`config.mk`:
```
export PLATFORM = sky130hd
export DESIGN_NAME = instr_encoder
export DESIGN_NICKNAME = d
export VERILOG_FILES = /design/src/rtl/hin_isa_pkg.sv /design/src/rtl/instr_fifo.sv /design/src/rtl/instr_encoder.sv
export SDC_FILE = /design/constraint.sdc
export NUM_CORES = 1
export LEC_CHECK = 0
export CORE_UTILIZATION = 56
export CTS_CLUSTER_SIZE = 10
export DETAILED_ROUTE_END_ITERATION = 8
export PLACE_DENSITY = 0.8
export SLEW_MARGIN = 30
export SYNTH_ARGS = -nofsm -noshare
export SYNTH_HDL_FRONTEND = slang
export SYNTH_SLANG_ARGS = --single-unit
```
`constraint.sdc`:
```
create_clock -name clk -period 2.56 [get_ports clk]
set_clock_uncertainty 0.15 [all_clocks]
set_input_delay 0.512 -clock clk [delete_from_list [all_inputs] [get_ports clk]]
set_output_delay 0.512 -clock clk [all_outputs]
set_load 0.03 [all_outputs]
```
`src/rtl/hin_isa_pkg.sv`:
```
// Shared ISA definitions for the HIN instruction encoder/decoder pair:
// opcodes, field positions, word packing and legality check.
package hin_isa_pkg;

  localparam logic [3:0] OP_NOP  = 4'h0;
  localparam logic [3:0] OP_NEW  = 4'h1;
  localparam logic [3:0] OP_LINK = 4'h2;
  localparam logic [3:0] OP_EVAL = 4'h5;

  localparam int OP_LSB   = 12;
  localparam int DEST_LSB = 8;
  localparam int SRC1_LSB = 4;
  localparam int SRC2_LSB = 0;

  typedef enum logic [1:0] {ST_IDLE, ST_CH_NEW, ST_CH_LINK, ST_CH_EVAL} enc_state_e;

  function automatic logic [15:0] pack_instr(input logic [3:0] op, input logic [3:0] dest,
                                             input logic [3:0] src1, input logic [3:0] src2);
    logic [15:0] w;
    w = '0;
    w[OP_LSB+:4]   = op;
    w[DEST_LSB+:4] = dest;
    w[SRC1_LSB+:4] = src1;
    w[SRC2_LSB+:4] = src2;
    return w;
  endfunction

  function automatic logic is_legal_op(input logic [3:0] op);
    return (op == OP_NOP) || (op == OP_NEW) || (op == OP_LINK) || (op == OP_EVAL);
  endfunction

endpackage

```
`src/rtl/instr_fifo.sv`:
```
// Synchronous FIFO with registered storage; head entry is presented
// combinationally and reads as zero while empty.
module instr_fifo #(
  parameter int DEPTH = 4,
  parameter int W     = 16
) (
  input  logic         clk,
  input  logic         rst_n,
  input  logic         push_i,
  input  logic [W-1:0] data_i,
  input  logic         pop_i,
  output logic         full_o,
  output logic         empty_o,
  output logic [W-1:0] head_o
);
  localparam int AW = $clog2(DEPTH);

  logic [W-1:0] mem_q [DEPTH];
  logic [AW:0]  wr_q, rd_q;
  logic         do_push, do_pop;

  // Extra pointer bit distinguishes full from empty when indices match.
  assign empty_o = (wr_q == rd_q);
  assign full_o  = (wr_q[AW] != rd_q[AW]) && (wr_q[AW-1:0] == rd_q[AW-1:0]);
  assign do_push = push_i && !full_o;
  assign do_pop  = pop_i && !empty_o;
  assign head_o  = empty_o ? '0 : mem_q[rd_q[AW-1:0]];

  always_ff @(posedge clk or negedge rst_n) begin
    if (!rst_n) begin
      wr_q <= '0;
      rd_q <= '0;
    end else begin
      if (do_push) wr_q <= wr_q + 1'b1;
      if (do_pop)  rd_q <= rd_q + 1'b1;
    end
  end

  always_ff @(posedge clk) begin
    if (do_push) mem_q[wr_q[AW-1:0]] <= data_i;
  end

endmodule

```
`src/rtl/instr_encoder.sv`:
```
// Packs single commands and expands CHAIN macros into NEW/LINK/EVAL
// instruction words, buffered through instr_fifo toward the fetch path.
module instr_encoder
  import hin_isa_pkg::*;
#(
  parameter int FIFO_DEPTH = 4,
  parameter int ERR_W      = 8
) (
  input  logic             clk,
  input  logic             rst_n,
  input  logic             cmd_valid,
  output logic             cmd_ready,
  input  logic             cmd_chain,
  input  logic [3:0]       cmd_op,
  input  logic [3:0]       cmd_dest,
  input  logic [3:0]       cmd_src1,
  input  logic [3:0]       cmd_src2,
  output logic             instr_valid,
  input  logic             instr_ready,
  output logic [15:0]      instr,
  output logic             busy,
  output logic             err_illegal,
  output logic [ERR_W-1:0] err_count
);
  enc_state_e       state_q, state_d;
  logic [3:0]       b_q, b_d, n_q, n_d, i_q, i_d;
  logic [3:0]       node_i, node_i1;
  logic             push, rej, full, empty, acc;
  logic [15:0]      push_data;
  logic             err_q;
  logic [ERR_W-1:0] err_cnt_q;

  assign cmd_ready   = (state_q == ST_IDLE) && !full;
  assign acc         = cmd_valid && cmd_ready;
  assign node_i      = b_q + i_q;
  assign node_i1     = node_i + 4'd1;
  assign busy        = (state_q != ST_IDLE) || !empty;
  assign instr_valid = !empty;
  assign err_illegal = err_q;
  assign err_count   = err_cnt_q;

  always_comb begin
    state_d   = state_q;
    b_d       = b_q;
    n_d       = n_q;
    i_d       = i_q;
    push      = 1'b0;
    push_data = '0;
    rej       = 1'b0;
    case (state_q)
      ST_IDLE: if (acc) begin
        if (cmd_chain) begin
          if (cmd_src1 == 4'd0) rej = 1'b1;
          else begin
            b_d     = cmd_dest;
            n_d     = cmd_src1;
            i_d     = 4'd0;
            state_d = ST_CH_NEW;
          end
        end else if (is_legal_op(cmd_op)) begin
          push      = 1'b1;
          push_data = pack_instr(cmd_op, cmd_dest, cmd_src1, cmd_src2);
        end else rej = 1'b1;
      end
      ST_CH_NEW: if (!full) begin
        push      = 1'b1;
        push_data = pack_instr(OP_NEW, node_i, 4'd0, 4'd0);
        if (i_q == n_q - 4'd1) begin
          i_d     = 4'd0;
          state_d = (n_q == 4'd1) ? ST_CH_EVAL : ST_CH_LINK;
        end else i_d = i_q + 4'd1;
      end
      ST_CH_LINK: if (!full) begin
        push      = 1'b1;
        push_data = pack_instr(OP_LINK, node_i, node_i1, 4'd0);
        if (i_q == n_q - 4'd2) state_d = ST_CH_EVAL;
        else                   i_d     = i_q + 4'd1;
      end
      ST_CH_EVAL: if (!full) begin
        push      = 1'b1;
        push_data = pack_instr(OP_EVAL, b_q, 4'd0, 4'd0);
        state_d   = ST_IDLE;
      end
      default: state_d = ST_IDLE;
    endcase
  end

  always_ff @(posedge clk or negedge rst_n) begin
    if (!rst_n) begin
      state_q   <= ST_IDLE;
      b_q       <= '0;
      n_q       <= '0;
      i_q       <= '0;
      err_q     <= 1'b0;
      err_cnt_q <= '0;
    end else begin
      state_q <= state_d;
      b_q     <= b_d;
      n_q     <= n_d;
      i_q     <= i_d;
      err_q   <= rej;
      if (rej && (err_cnt_q != '1)) err_cnt_q <= err_cnt_q + ERR_W'(1);
    end
  end

  instr_fifo #(.DEPTH(FIFO_DEPTH), .W(16)) u_fifo (
    .clk    (clk),
    .rst_n  (rst_n),
    .push_i (push),
    .data_i (push_data),
    .pop_i  (instr_ready),
    .full_o (full),
    .empty_o(empty),
    .head_o (instr)
  );

endmodule

```
* Word-level counts from Yosys, hierarchy flattened *
Memory sizes are Yosys's and may differ from the RTL's.
Index checks and enable logic that the tools add are counted.

storage, ports and cells
  flip-flop bits (word level) = 29
  output and inout port bits = 28
  memories kept = 1
  ROM bits = 0
  RAM bits = 64
  latch bits = 0

memories
  memory        depth  width  read ports  clocked after memory_dff  write ports  RTL line          RTL
  u_fifo.mem_q  4      16     1           0                         1            instr_fifo.sv:18  logic [W-1:0] mem_q [DEPTH];

cells by class
  shift operators = 0
  $add $sub $neg = 8
  reduce and logical (&&, ||, !) cells = 21
  div/mod/pow operators = 0
  equal/unequal tests = 22
  $lt $le $gt $ge = 0
  bitwise operators = 1
  $mul = 0
  multiplexer cells = 38

operator list
  kind                 count
  $mux 16              4
  $pmux 16 s4          1
  $mux 4               7
  $ne 2x2->1 const B   9
  $mux 2               8
  $mux 15              1
  $mux 14              1
  $mux 13              1
  $mux 1               12
  $pmux 4 s3           1
  $add 4x1->4 const B  2
  $add 8x1->8 const B  1
  $eq 4x1->1 const B   2
  $eq 4x4->1           2
  $logic_not 4->1      2
  $ne 8x8->1 const B   1
  $pmux 2 s4           1
  $reduce_and 8->1     1
  $reduce_and 7->1     1
  $add 3x1->3 const B  2
  $logic_and 1x1->1    6
  $add 4x4->4          1
  $eq 2x2->1 const B   2
  $eq 4x2->1 const B   1
  16 further kinds     20

* Logic depth before layout (Yosys ltp) *
  word-level depth = 11
  mapped depth = 8
  gate-level depth less buffers = 7

* Modules after synthesis *
From an unflattened synthesis, not the netlist that was laid out.

unflattened totals
  cell total of the unflattened synthesis = 323
  area total of the unflattened synthesis = 4605.7 um^2

by module, submodules not included
  module         area each (um^2)  times used  seq. area each (um^2)  cells each
  instr_fifo     2939.1            1           2072.0                 146
  instr_encoder  1666.6            1           575.6                  177

* Least setup slack after synthesis *
OpenSTA, ideal clock, no wires.

  path type = flip-flop to output port
  from = reg u_fifo.wr_q[2]
  to = out busy
  cell stages (with the launch flop) = 5
  buffers on the path = 1
  data arrival time = 1679 ps
  setup slack = 219 ps
  data required time = 1898 ps
  cells stage by stage = dfrtp_1 > xnor2_1 > nor3b_4 > clkbuf_1 > nand2_1

on the way
  word-level cells in the longest chain between the ends = 3

ends and longest elaborated chain
  what                    RTL line             RTL
  start, declared         instr_fifo.sv:19     logic [AW:0] wr_q, rd_q;
  start signal, assigned  instr_fifo.sv:34     if (do_push) wr_q <= wr_q + 1'b1;
  $eq 3x3->1              instr_fifo.sv:23     assign empty_o = (wr_q == rd_q);
  $logic_not 1->1         instr_encoder.sv:37  assign busy = (state_q != ST_IDLE) || !empty;
  $logic_or 1x1->1        instr_encoder.sv:37
  end, declared           instr_encoder.sv:21  output logic busy,

No other way between the ends.

* Worst setup path in the final report *
  from = reg u_fifo.rd_q[0]
  to = out instr[1]

on the way
  word-level cells in the longest chain between the ends = 2

ends and longest elaborated chain
  what                                               RTL line             RTL
  start, declared                                    instr_fifo.sv:19
  start signal, assigned                             instr_fifo.sv:35     if (do_pop) rd_q <= rd_q + 1'b1;
  $mem_v2 4x16 / $eq 3x3->1 (equally long branches)  n/a
  $mux 16 (*)                                        instr_fifo.sv:27     assign head_o = empty_o ? '0 : mem_q[rd_q[AW-1:0]];
  end, declared                                      instr_encoder.sv:20  output logic [15:0] instr,

Every way passes the cells marked *; elsewhere a longest branch is shown, timed or not.

==> metrics.txt <==
placed insts=475; Die Height=just over 90 microns; clock sink total=between 90 and 100; antenna cells=0; Yosys top cell by area=edfxtp_1; CTS tree=done; Fill cells=between 500 and 600; Seq/Total Area, Yosys=58.2%; Crit Path Max Fanout=8; most numerous cell in the Yosys netlist=edfxtp_1; max_cap viols=0; Syn Area/Cell=approximately 15 sq um; grt ovf=0; Unique masters post-synth=57; Post-synth top cells=64 x edfxtp_1, 29 x dfrtp_1, 22 x nand2_1; post-place setup slack=-83.2 ps; GPL Wtd Cong=0.793; multi-input logic area=1850 sq um; vias post-DR=between 2000 and 3000; first-pass GRT wire length=14400 microns; placed wire-length estimate=roughly 6000 microns; Hold Fails Final Rpt=0; Max Slew Vio Count=0; initial antenna violation count=0; Period minus WS final=2550 ps; final core occ=72.7%; Overall Global Routing Usage=22.7%; Port Buf Inserts=48; antenna viol nets, final=0; H-tree levels=3; Initial Util=58.3%; Synth Flop Type=edfxtp_1; Synth warnings=0; fraction of registers with async set/reset=between 30% and 40%; FMAX=just under 0.4 GHz; crit share post-route=between 90 and 100%; Post-Syn Instances=between 300 and 400; crit path kind=flip-flop to primary output; class of the worst hold path=flip-flop to flip-flop; Synth Register Bits=93; # rows=32; Least-Margin Pin Slew=roughly 570 ps; CTS Buffer Depth=2; largest net degree at the start of global routing=30; fraction of layout cells with a size suffix above 1=roughly 28%; DR pass1 iterations=4; Clock Pin Slew Worst Setup and Hold Paths=around 90 ps; P&R area growth vs syn=24.7%; final net count=roughly 430; I/O pins=49; Post-synth EDFFs=64; RSZ-0062 raised after global routing=true; die area=8490 sq um; fin cells=499; clk_lat worst skew=350 ps; post-route worst setup slack=about 12 ps; Core Area=about 7800 sq um; mapped cell area=4550 sq um; total CTS buffers=9; vias in the first global route=roughly 2900; status=completed; initial DRC count=150; Via density=about 5.5; Wirelength per Cell=approximately 18 microns; die span in x=a little over 90 microns; slew margin rel.=about 62%; CP Capture Type=primary output; post-route setup TNS=0 ps; startpoint types=flip-flop; Final setup viols=0; hold path depth=1; post-synth top area share=42.2%; Reg2Reg Depth=7; FF/Latch Area=between 2000 and 3000 sq um; Root Driver=clkbuf_8; Worst EP required=between 1500 and 2000 ps; DRC violations left=0; WP data arrival=between 1500 and 2000 ps; DRT Wirelength=roughly 9000 microns; CTS Hold Bufs=0; top cells by area, synth=edfxtp_1 42%, dfrtp_1 16%, mux4_2 7.4%
-- sequential cells by signal (all words and copies together), names as in the netlist --
register      count
u_fifo.mem_q     64
i_q               4
n_q               4
err_illegal       1
state_q           2
b_q               4
err_count         8
u_fifo.wr_q       3
u_fifo.rd_q       3
-- through the flow --
step	cell area (sq um)	hold WS (ps)
detailed placement	5410	334
floorplan	4560	66.4
global placement	5410	329
global route	5670	359
CTS	5610	351
finish	5670	350
-- area by class of cell --
| class | instances | share of cell area (%) |
|---|---|---|
| clock buffers | 9 | 2.18 |
| inverters | 11 | 0.728 |
| clock inverters | 7 | 1.28 |
| multi-input cells | 196 | 32.7 |
| well taps | 102 | 2.25 |
| flip-flops and latches | 93 | 46.7 |
| repair buffers | 81 | 14.2 |
-- cell families after synthesis --
group                      synth area share (%)
AOI/OAI and AO/OA                          5.45
xor gates and xnor gates                   6.27
adders and majority gates                  5.94
buffers and inverters                      1.95
DFF                                        58.2
muxes                                      11.5
other                                    0.0824
and+or+nand+nor                            10.6
-- layer usage --
metal	up-vias	routed length [microns]	GRT usage, %
met2	65	4700	38.7
met3	13	360	3.90
li1	1314	-	-
met1	1377	3750	29.7
met4	0	129	7.55
met5	-	0	0
-- placed cells by master, fill, tap and decap left out, types with 11 or more instances in the layout --
master	Yosys	final
ha_1	20	20
xnor2_1	14	13
mux4_2	15	15
xor2_1	11	11
edfxtp_1	64	64
mux2_2	11	11
buf_4	1	30
nor2b_1	18	16
clkdlybuf4s50_1	0	29
nand2_1	22	21
dfrtp_1	29	28
-- worst max-delay path: stages (launching register included) --
cell and delay [ps]:
dfrtp_1 390, buf_6 140, buf_12 140, buf_6 90
mux4_2 470, nor2b_1 140, buf_4 160
-- final timing paths --
kind                                                 start                             to  slack, ps
worst max-delay path            u_fifo.rd_q[0]$_DFFE_PN0P_                       instr[1]         10
worst min-delay path              err_count[6]$_DFFE_PN0P_       err_count[6]$_DFFE_PN0P_        350
min in group asynchronous                            rst_n             i_q[1]$_DFFE_PN0P_        380
worst min register to register    err_count[6]$_DFFE_PN0P_       err_count[6]$_DFFE_PN0P_        350
max in group asynchronous                            rst_n     u_fifo.wr_q[1]$_DFFE_PN0N_       1570
worst max register to register  u_fifo.rd_q[0]$_DFFE_PN0P_  u_fifo.mem_q[3][11]$_DFFE_PP_        140
-- what timing repair did --
action | CTS | global route
gates resized for setup | 99 | 27
setup buffers | 6 | 4
setup endpoints to repair | 19 | 19
endpoints found under the hold margin | 0 | 0
pin swaps | 1 | 1
gates cloned | 1 | 1
Power is left out: the tool's default activity adds up to more than one toggle a clock period on the data nets, which glitch-free logic cannot reach.
